$ cat config.mk
export PLATFORM = sky130hd
export DESIGN_NAME = motor_speed_ctrl
export DESIGN_NICKNAME = d
export VERILOG_FILES = /design/src/rtl/motor_speed_ctrl.sv
export SDC_FILE = /design/constraint.sdc
export NUM_CORES = 1
export LEC_CHECK = 0
export CORE_MARGIN = 2
export CORE_UTILIZATION = 25
export DETAILED_ROUTE_END_ITERATION = 10
export GPL_ROUTABILITY_DRIVEN = 0
export GPL_TIMING_DRIVEN = 0
export PLACE_DENSITY = 0.43
export SLEW_MARGIN = 15
export SYNTH_ARGS = -nofsm -noshare
export SYNTH_HDL_FRONTEND = slang
export SYNTH_SLANG_ARGS = --single-unit
$ cat constraint.sdc
create_clock -name clk -period 11.85 [get_ports clk]
set_input_delay 2.37 -clock clk [delete_from_list [all_inputs] [get_ports clk]]
set_output_delay 2.37 -clock clk [all_outputs]
set_load 0.005 [all_outputs]
$ cat src/rtl/motor_speed_ctrl.sv
// Motor speed controller: stop / manual pulse / semi-auto level / auto command modes,
// all driving a prescaled 1-LSB speed ramp toward a per-mode target.
module motor_speed_ctrl #(
    parameter int DATA_W       = 8,
    parameter int SPEED_W      = 4,
    parameter int NUM_LEVELS   = 7,
    parameter int LEVEL_STEP   = 30,
    parameter int PULSE_CYCLES = 1000,
    parameter int RAMP_DIV     = 4,
    parameter int TIMEOUT      = 2000
) (
    input  logic               clk,
    input  logic               rst,
    input  logic [1:0]         rank,
    input  logic [3:0]         level,
    input  logic               control,
    input  logic [DATA_W-1:0]  rx_data,
    input  logic               rx_valid,
    output logic               rx_ready,
    output logic               send_en,
    output logic [SPEED_W-1:0] speed,
    output logic               at_target,
    output logic               timeout
);

    typedef enum logic [1:0] {
        MODE_STOP   = 2'b00,
        MODE_MANUAL = 2'b01,
        MODE_SEMI   = 2'b10,
        MODE_AUTO   = 2'b11
    } mode_e;

    localparam int MAX_SPEED = (1 << SPEED_W) - 1;
    localparam int PRE_W     = (RAMP_DIV > 1) ? $clog2(RAMP_DIV) : 1;
    localparam int RUN_W     = $clog2(PULSE_CYCLES + 1);
    localparam int WD_W      = $clog2(TIMEOUT + 1);

    localparam logic [3:0]         TOP_LEVEL = 4'(NUM_LEVELS - 1);
    localparam logic [PRE_W-1:0]   PRE_LAST  = PRE_W'(RAMP_DIV - 1);
    localparam logic [RUN_W-1:0]   RUN_LOAD  = RUN_W'(PULSE_CYCLES);
    localparam logic [WD_W-1:0]    WD_MAX    = WD_W'(TIMEOUT);
    localparam logic [SPEED_W-1:0] SPEED_TOP = SPEED_W'(MAX_SPEED);

    function automatic logic [SPEED_W-1:0] level_to_target(input logic [3:0] lvl);
        int t;
        t = (int'(lvl) * MAX_SPEED) / (NUM_LEVELS - 1);
        return SPEED_W'(t);
    endfunction

    function automatic logic [3:0] sat_level(input logic [3:0] lvl);
        return (lvl > TOP_LEVEL) ? TOP_LEVEL : lvl;
    endfunction

    function automatic logic [3:0] decode_cmd(input logic [DATA_W-1:0] d);
        int q;
        if (d == '0) begin
            return 4'd0;
        end
        q = int'(d) / LEVEL_STEP + 1;
        if (q > NUM_LEVELS - 1) begin
            q = NUM_LEVELS - 1;
        end
        return 4'(q);
    endfunction

    mode_e              mode_q, mode_d;
    logic [3:0]         semi_level_q, semi_level_d;
    logic [3:0]         cmd_level_q, cmd_level_d;
    logic [2:0]         ctrl_sync_q, ctrl_sync_d;
    logic [RUN_W-1:0]   run_q, run_d;
    logic [WD_W-1:0]    wd_q, wd_d;
    logic               timeout_q, timeout_d;
    logic [PRE_W-1:0]   pre_q, pre_d;
    logic [SPEED_W-1:0] target_last_q, target_last_d;
    logic [SPEED_W-1:0] speed_q, speed_d;
    logic               at_target_q, at_target_d;

    mode_e              rank_mode;
    logic               accept;
    logic               ctrl_rise;
    logic [SPEED_W-1:0] target;

    assign rank_mode = mode_e'(rank);
    // Ready tracks the raw mode input so the very first auto cycle can already take a word.
    assign rx_ready  = rst && (rank_mode == MODE_AUTO);
    assign accept    = rx_valid && rx_ready;

    // NOTE: every variable gets a default at the top of the block so no path leaves it
    // unassigned -- that is what keeps this combinational process from inferring latches.
    always_comb begin
        mode_d        = rank_mode;
        semi_level_d  = sat_level(level);
        cmd_level_d   = accept ? decode_cmd(rx_data) : cmd_level_q;
        ctrl_sync_d   = {ctrl_sync_q[1:0], control};
        ctrl_rise     = ctrl_sync_q[1] && !ctrl_sync_q[2];
        run_d         = '0;
        wd_d          = '0;
        timeout_d     = 1'b0;
        target        = '0;
        pre_d         = pre_q;
        speed_d       = speed_q;

        if (mode_q == MODE_MANUAL) begin
            if (ctrl_rise) begin
                run_d = RUN_LOAD;
            end else if (run_q != '0) begin
                run_d = run_q - 1'b1;
            end
        end

        // Watchdog saturates at TIMEOUT so timeout stays asserted until a word arrives.
        if (mode_q == MODE_AUTO && !accept) begin
            wd_d      = (wd_q == WD_MAX) ? wd_q : wd_q + 1'b1;
            timeout_d = (wd_d == WD_MAX);
        end

        unique case (mode_q)
            MODE_STOP:   target = '0;
            MODE_MANUAL: target = (run_q != '0) ? SPEED_TOP : '0;
            MODE_SEMI:   target = level_to_target(semi_level_q);
            MODE_AUTO:   target = timeout_q ? '0 : level_to_target(cmd_level_q);
            default:     target = '0;
        endcase
        target_last_d = target;

        if (target != target_last_q) begin
            pre_d = '0;
        end else if (pre_q == PRE_LAST) begin
            pre_d = '0;
            if (speed_q < target) begin
                speed_d = speed_q + 1'b1;
            end else if (speed_q > target) begin
                speed_d = speed_q - 1'b1;
            end
        end else begin
            pre_d = pre_q + 1'b1;
        end

        // Stop acts on the raw mode input and bypasses the ramp entirely.
        if (rank_mode == MODE_STOP) begin
            speed_d = '0;
        end
        at_target_d = (speed_d == target);
    end

    // NOTE: state registers use non-blocking assignments so every flop samples the
    // pre-edge values, independent of statement order.
    always_ff @(posedge clk) begin
        if (!rst) begin
            mode_q        <= MODE_STOP;
            semi_level_q  <= '0;
            cmd_level_q   <= '0;
            ctrl_sync_q   <= '0;
            run_q         <= '0;
            wd_q          <= '0;
            timeout_q     <= 1'b0;
            pre_q         <= '0;
            target_last_q <= '0;
            speed_q       <= '0;
            at_target_q   <= 1'b1;
        end else begin
            mode_q        <= mode_d;
            semi_level_q  <= semi_level_d;
            cmd_level_q   <= cmd_level_d;
            ctrl_sync_q   <= ctrl_sync_d;
            run_q         <= run_d;
            wd_q          <= wd_d;
            timeout_q     <= timeout_d;
            pre_q         <= pre_d;
            target_last_q <= target_last_d;
            speed_q       <= speed_d;
            at_target_q   <= at_target_d;
        end
    end

    assign send_en   = (mode_q == MODE_AUTO);
    assign speed     = speed_q;
    assign at_target = at_target_q;
    assign timeout   = timeout_q;

endmodule

==> results of run 1 <==
## synthesized netlist by cell type, drive strengths merged, types with 6 or more instances
cell type / number
nor2: 58
dfxtp: 46
nand2: 42
ha: 40
inv: 37
o21ai: 30
a21oi: 23
xnor2: 21
nand3: 19
nor3: 15
or3: 13
and2: 12
nand2b: 11
xor2: 11
a31oi: 10
clkbuf: 10
fa: 10
nor2b: 10
a211oi: 9
nand4: 8
o211ai: 7
o31ai: 7
a21o: 6
and3: 6
## worst register-to-register path, stage by stage, from the launching register on
cell and delay [ns]:
dfxtp_1 0.46, fa_1 0.50, fa_1 0.48, ha_1 0.31
a211o_1 0.34, and2_4 0.17, o311ai_4 0.49, buf_4 0.27
ha_1 0.29, nand3b_1 0.18, a21oi_1 0.34, nor3_1 0.11
a2111oi_1 0.43, a221oi_1 0.14, a211oi_1 0.45, o211ai_4 0.19
ha_1 0.37, and4_1 0.17, or4_1 0.39, nor2_1 0.10
a41oi_1 0.07, nor4b_1 0.41, o21ai_0 0.17, xnor2_1 0.17
nand3_1 0.11, o31ai_2 0.20
## where the power goes
group	internal (W)	total [W]	leakage, nW	switching, W
sequential	0.000163	0.000169	0.374	0.00000630
combinational	0.000108	0.000257	1.55	0.000149
clock	0.000104	0.000161	0.0829	0.0000571
## metal layers
metal / share of wire (%) / up-vias / track usage [%]
met4: 1.1 / 0 / 2.470
met2: 47 / 58 / 19.62
met5: 0 / - / 0
met1: 49 / 1908 / 14.73
met3: 3.2 / 15 / 2.417
li1: - / 2093 / -
## state kept, by name, indices dropped and copies added (netlist names)
signal and count:
target_last_q 4, cmd_level_q 4, speed 4, ctrl_sync_q 3, at_target 1, pre_q 2, timeout 1, semi_level_q 4
mode_q 2, wd_q 11, run_q 10
## stage by stage
stage / cells / hold WS (ns) / cell area, µm² / util, % / worst slack (ns)
after global placement: 811 / 0.4092 / 5054 / 28.33 / 4.473
after global routing: 818 / 0.4569 / 5223 / 29.27 / 3.824
after floorplan: 558 / 0.3987 / 4527 / - / 5.391
after detailed placement: 811 / 0.4218 / 5054 / 28.33 / 4.504
final: 818 / 0.4225 / 5223 / 29.27 / 4.463
after CTS: 818 / 0.4304 / 5223 / 29.27 / 4.450
## final cells by class
type	count	area, µm²
Clock inverter	1	30.03
Multi-Input combinational cell	461	3395
Fill cell	1899	12620
Buffer	14	72.57
Sequential cell	46	920.9
Clock buffer	6	138.9
Inverter	37	138.9
Tap cell	229	286.5
Timing Repair Buffer	24	240.2
## final timing paths
kind	from	to	slack, ns	cells after the start
min	pre_q[0]$_SDFF_PP0_	pre_q[0]$_SDFF_PP0_	0.42	1
max	semi_level_q[2]$_SDFF_PN0_	at_target$_SDFF_PN1_	4.46	25
max reg2reg	semi_level_q[2]$_SDFF_PN0_	at_target$_SDFF_PN1_	4.46	25
min reg2reg	pre_q[0]$_SDFF_PP0_	pre_q[0]$_SDFF_PP0_	0.42	1
## cell families (layout without fill, tap and decap cells)
family | count (synthesis) | after routing | share of synthesized area [%]
compound gates | 141 | 141 | 23.63
xor+xnor | 33 | 33 | 7.269
fa+ha+maj | 50 | 50 | 15.48
buf+inv | 51 | 82 | 4.671
flops | 46 | 46 | 20.34
mux | 7 | 7 | 1.603
other cells | 1 | 1 | 0.08284
simple gates | 229 | 229 | 26.92
==> flow_summary.ini, run 1 <==
[status]
status = finished, final reports clean

[global_route]
grt_pass1_wl_mm = 18.69
grt_pass1_vias = 4044
grt_usage_pct = 11.40
overflow = 0
antenna_found_initial = 0
grt_max_degree = 14

[sta]
clock_skew_ns = 0.005093
max_slew_margin_pct = 44.32
setup_tns_ns = 0
slew_viol_final = 0
fmax_mhz = 135.4
hold_viol_final = 0
worstMarginPinSlew_ns = 0.8275
finalSetupViolations = 0
post-route-period-util_pct = 62.33
rsz0062_at_grt = no
finalCriticalPeriod_ns = 7.387

[cts]
hold_buffers = 0
clk_pin_slew_ns = 0.06
cts_setup_buffers = 0
cts.path.max_buffers = 2
cts_tree = built
h-tree-depth = 2
ctsRootBufferMaster = clkbuf_16
clock_latency_ns = 0.28
post_cts_resized = 0
clock-sinks = 46
cts_buffers = 5

[detailed_routing]
wl_per_cell_um = 13.32
vias_per_cell = 4.980
drt_pass1_iterations = 4
drt_iter0_drc = 196
ant_nets = 0
routed_wirelength_mm = 10.90
num_vias = 4074
drc = 0

[floorplan]
initial_utilization_pct = 25.37
dieArea_um2 = 19200
die_w_um = 138.6
fp-row-count = 49
dieHeight_um = 138.6
ios = 26
core_um2 = 17840

[logic_synthesis]
synth_edf_count = 0
ys.flop_type = dfxtp_1
yosys.area.top_type = dfxtp_1
synthTopCellsByArea = dfxtp_1 (20%), ha_1 (11%), nor2_1 (4.8%)
ys_seq_area_share_pct = 20.34
syn_inst = 558
synth_top_cell_area_share_pct = 20.34
synth_seq_cells = 46
synth.net_count = 626
synth_area_um2 = 4527
yosysWarnings = 0
avgSynthCellArea_um2 = 8.113
ys_async_sr_fraction_pct = 0
synth_cell_types = 92

[setup_path]
end_kind = flop
arrival_ns = 7.59
slowest_delay_ns = 0.50
worst_path_max_delay_cell = fa_1
critical_path_class = flop to flop
critical-path-top-delay-family = compound AO/OA/AOI/OAI gates
required_ns = 12.05
cp_max_fo = 10
path_buf_inv = 1
crit_top_cell = ha_1
start_kind = flop

[finish]
final_common_cell = nor2_1
drive_gt1_share_pct = 6.621
area_growth_pct = 15.37
final_cell_mix = nor2_1 (58), dfxtp_1 (46), nand2_1 (42)
antenna_cells = 0
layout.nets = 657

[power_and_ir_drop]
p_leak_nw = 2.012
power_w = 0.0005877
power_density_nw_per_um2 = 112.5
peakVddDrop_mv = 0.05965

[job]
drv_cap = 0

[place]
io_buffers = 24
place_hpwl_mm = 8.770

[worst_hold_path]
hold_class = flop to flop
No activity file was read; power rests on OpenSTA's default activity.
==> inputs of run 2 (changes only) <==
clock period = 7.5 ns   (was 11.85 ns; I/O delays follow)
==> run 2 against run 1 <==
Effect of this change:
- sequential power rose by 59%
- first-iteration DRC count rose by 9.2%
- sequential share of layout area fell by 0.21 points
- final cell count rose by 0.49%
- largest power group unchanged
- critical endpoint unchanged
- register-to-register slack got worse by 4.0 ns
- worst setup slack got worse by 4.0 ns
- die area did not move
==> flow_summary.ini, run 2 (synthesis gave the netlist of run 1 again) <==
[finish]
area_growth_pct = 16.75
antenna_cells = 0
regMostFlops = wd_q
top_regs = wd_q (11), run_q (10)
largest_reg_flops = 11
layout.nets = 661
drive_gt1_share_pct = 8.094
finalInstanceArea_um2 = 5285
final_common_cell = nor2_1
final_cell_mix = nor2_1 (58), dfxtp_1 (46), nand2_1 (42)

[detailed_routing]
drc = 0
vias_per_cell = 4.964
drt_pass1_iterations = 4
ant_nets = 0
num_vias = 4080
drt_iter0_drc = 214
wl_per_cell_um = 13.33
routed_wirelength_mm = 10.96

[floorplan]
core_um2 = 17840
ios = 26
fp-row-count = 49
dieHeight_um = 138.6
dieArea_um2 = 19200
initial_utilization_pct = 25.37
die_w_um = 138.6

[cts]
cts_buffers = 5
hold_buffers = 0
clock_latency_ns = 0.29
clock-sinks = 46
ctsRootBufferMaster = clkbuf_16
cts.path.max_buffers = 2
clk_pin_slew_ns = 0.06
cts_tree = built
h-tree-depth = 2

[place]
place_area_um2 = 5054
io_buffers = 24
place_hpwl_mm = 8.770

[power_and_ir_drop]
clkPwrFrac_pct = 26.9
power_density_nw_per_um2 = 180.1
peakVddDrop_mv = 0.1015
power_w = 0.0009516
switching_power_w = 0.0003456
p_sw_share_pct = 36.31
sequentialPowerShare_pct = 28.1
p_leak_nw = 2.035
p_int_w = 0.0006060
power_frac_comb_pct = 45.0

[sta]
max_slew_margin_pct = 43.10
fmax_mhz = 141.9
clock_skew_ns = 0.005469
post-route-period-util_pct = 93.95
worstMarginPinSlew_ns = 0.8457
rsz0062_at_grt = no
finalCriticalPeriod_ns = 7.046
slew_viol_final = 0
hold_viol_final = 0
setup_tns_ns = 0
finalSetupViolations = 0

[worst_hold_path]
hold_class = flop to flop

[setup_path]
worst_path_max_delay_cell = fa_1
slowest_delay_ns = 0.50
end_kind = flop
start_kind = flop
cp_max_fo = 10
critical-path-top-delay-family = compound AO/OA/AOI/OAI gates
path_buf_inv = 1
critical_path_class = flop to flop
required_ns = 7.70
arrival_ns = 7.25

[job]
drv_cap = 0

[global_route]
grt_max_degree = 14
grt_pass1_wl_mm = 18.69
antenna_found_initial = 0
grt_pass1_vias = 4044
overflow = 0
grt_usage_pct = 11.40

[status]
status = finished, final reports clean
[run 2: repair_timing]
action                                  4_1_cts  5_1_grt
hold endpoints to repair                      0        0
gates resized for setup                       0        6
buffers inserted                              0        4
endpoints found under the setup margin        0        1
[run 2: worst paths after layout]
kind                            depth (start not counted)                   end  slack, ns                  startpoint
worst max-delay path                                   25  at_target$_SDFF_PN1_       0.45  semi_level_q[2]$_SDFF_PN0_
worst min register to register                          1   pre_q[0]$_SDFF_PP0_       0.42         pre_q[0]$_SDFF_PP0_
worst max register to register                         25  at_target$_SDFF_PN1_       0.45  semi_level_q[2]$_SDFF_PN0_
worst min-delay path                                    1   pre_q[0]$_SDFF_PP0_       0.42         pre_q[0]$_SDFF_PP0_
[run 2: cell type report]
| class | instances | area (µm²) |
|---|---|---|
| inverters | 37 | 138.9 |
| clock inverters | 1 | 30.03 |
| repair buffers | 28 | 270.3 |
| multi-input cells | 461 | 3427 |
| well taps | 229 | 286.5 |
| flip-flops and latches | 46 | 920.9 |
| plain buffers | 14 | 72.57 |
| clock buffers | 6 | 138.9 |
| fillers | 1896 | 12560 |
[run 2: layer usage]
metal | share of wire (%) | vias up | wire, µm | track usage [%]
met3 | 3.0 | 13 | 330 | 2.417
met5 | 0 | - | 0 | 0
met4 | 0.99 | 0 | 109 | 2.470
met1 | 49 | 1916 | 5358 | 14.73
met2 | 47 | 50 | 5159 | 19.62
li1 | - | 2101 | - | -
[run 2: power groups by stage]
stage | Sequential [W] | Clock [W] | Combinational [W]
after floorplan | 0.000271 | 0 | 0.000317
after global placement | 0.000273 | 0 | 0.000403
after detailed placement | 0.000274 | 0 | 0.000406
after CTS | 0.000268 | 0.000263 | 0.000408
after global routing | 0.000270 | 0.000276 | 0.000478
final | 0.000268 | 0.000256 | 0.000428
[run 2: through the flow]
| stage | setup slack (ns) | std cells | hold slack [ns] | utilization, % |
|---|---|---|---|---|
| after CTS | 0.1003 | 818 | 0.4304 | 29.27 |
| after global placement | 0.1232 | 811 | 0.4092 | 28.33 |
| after global routing | 0.03637 | 822 | 0.4569 | 29.62 |
| final | 0.4540 | 822 | 0.4225 | 29.62 |
| after detailed placement | 0.1545 | 811 | 0.4218 | 28.33 |
| after floorplan | 1.041 | 558 | 0.3987 | - |
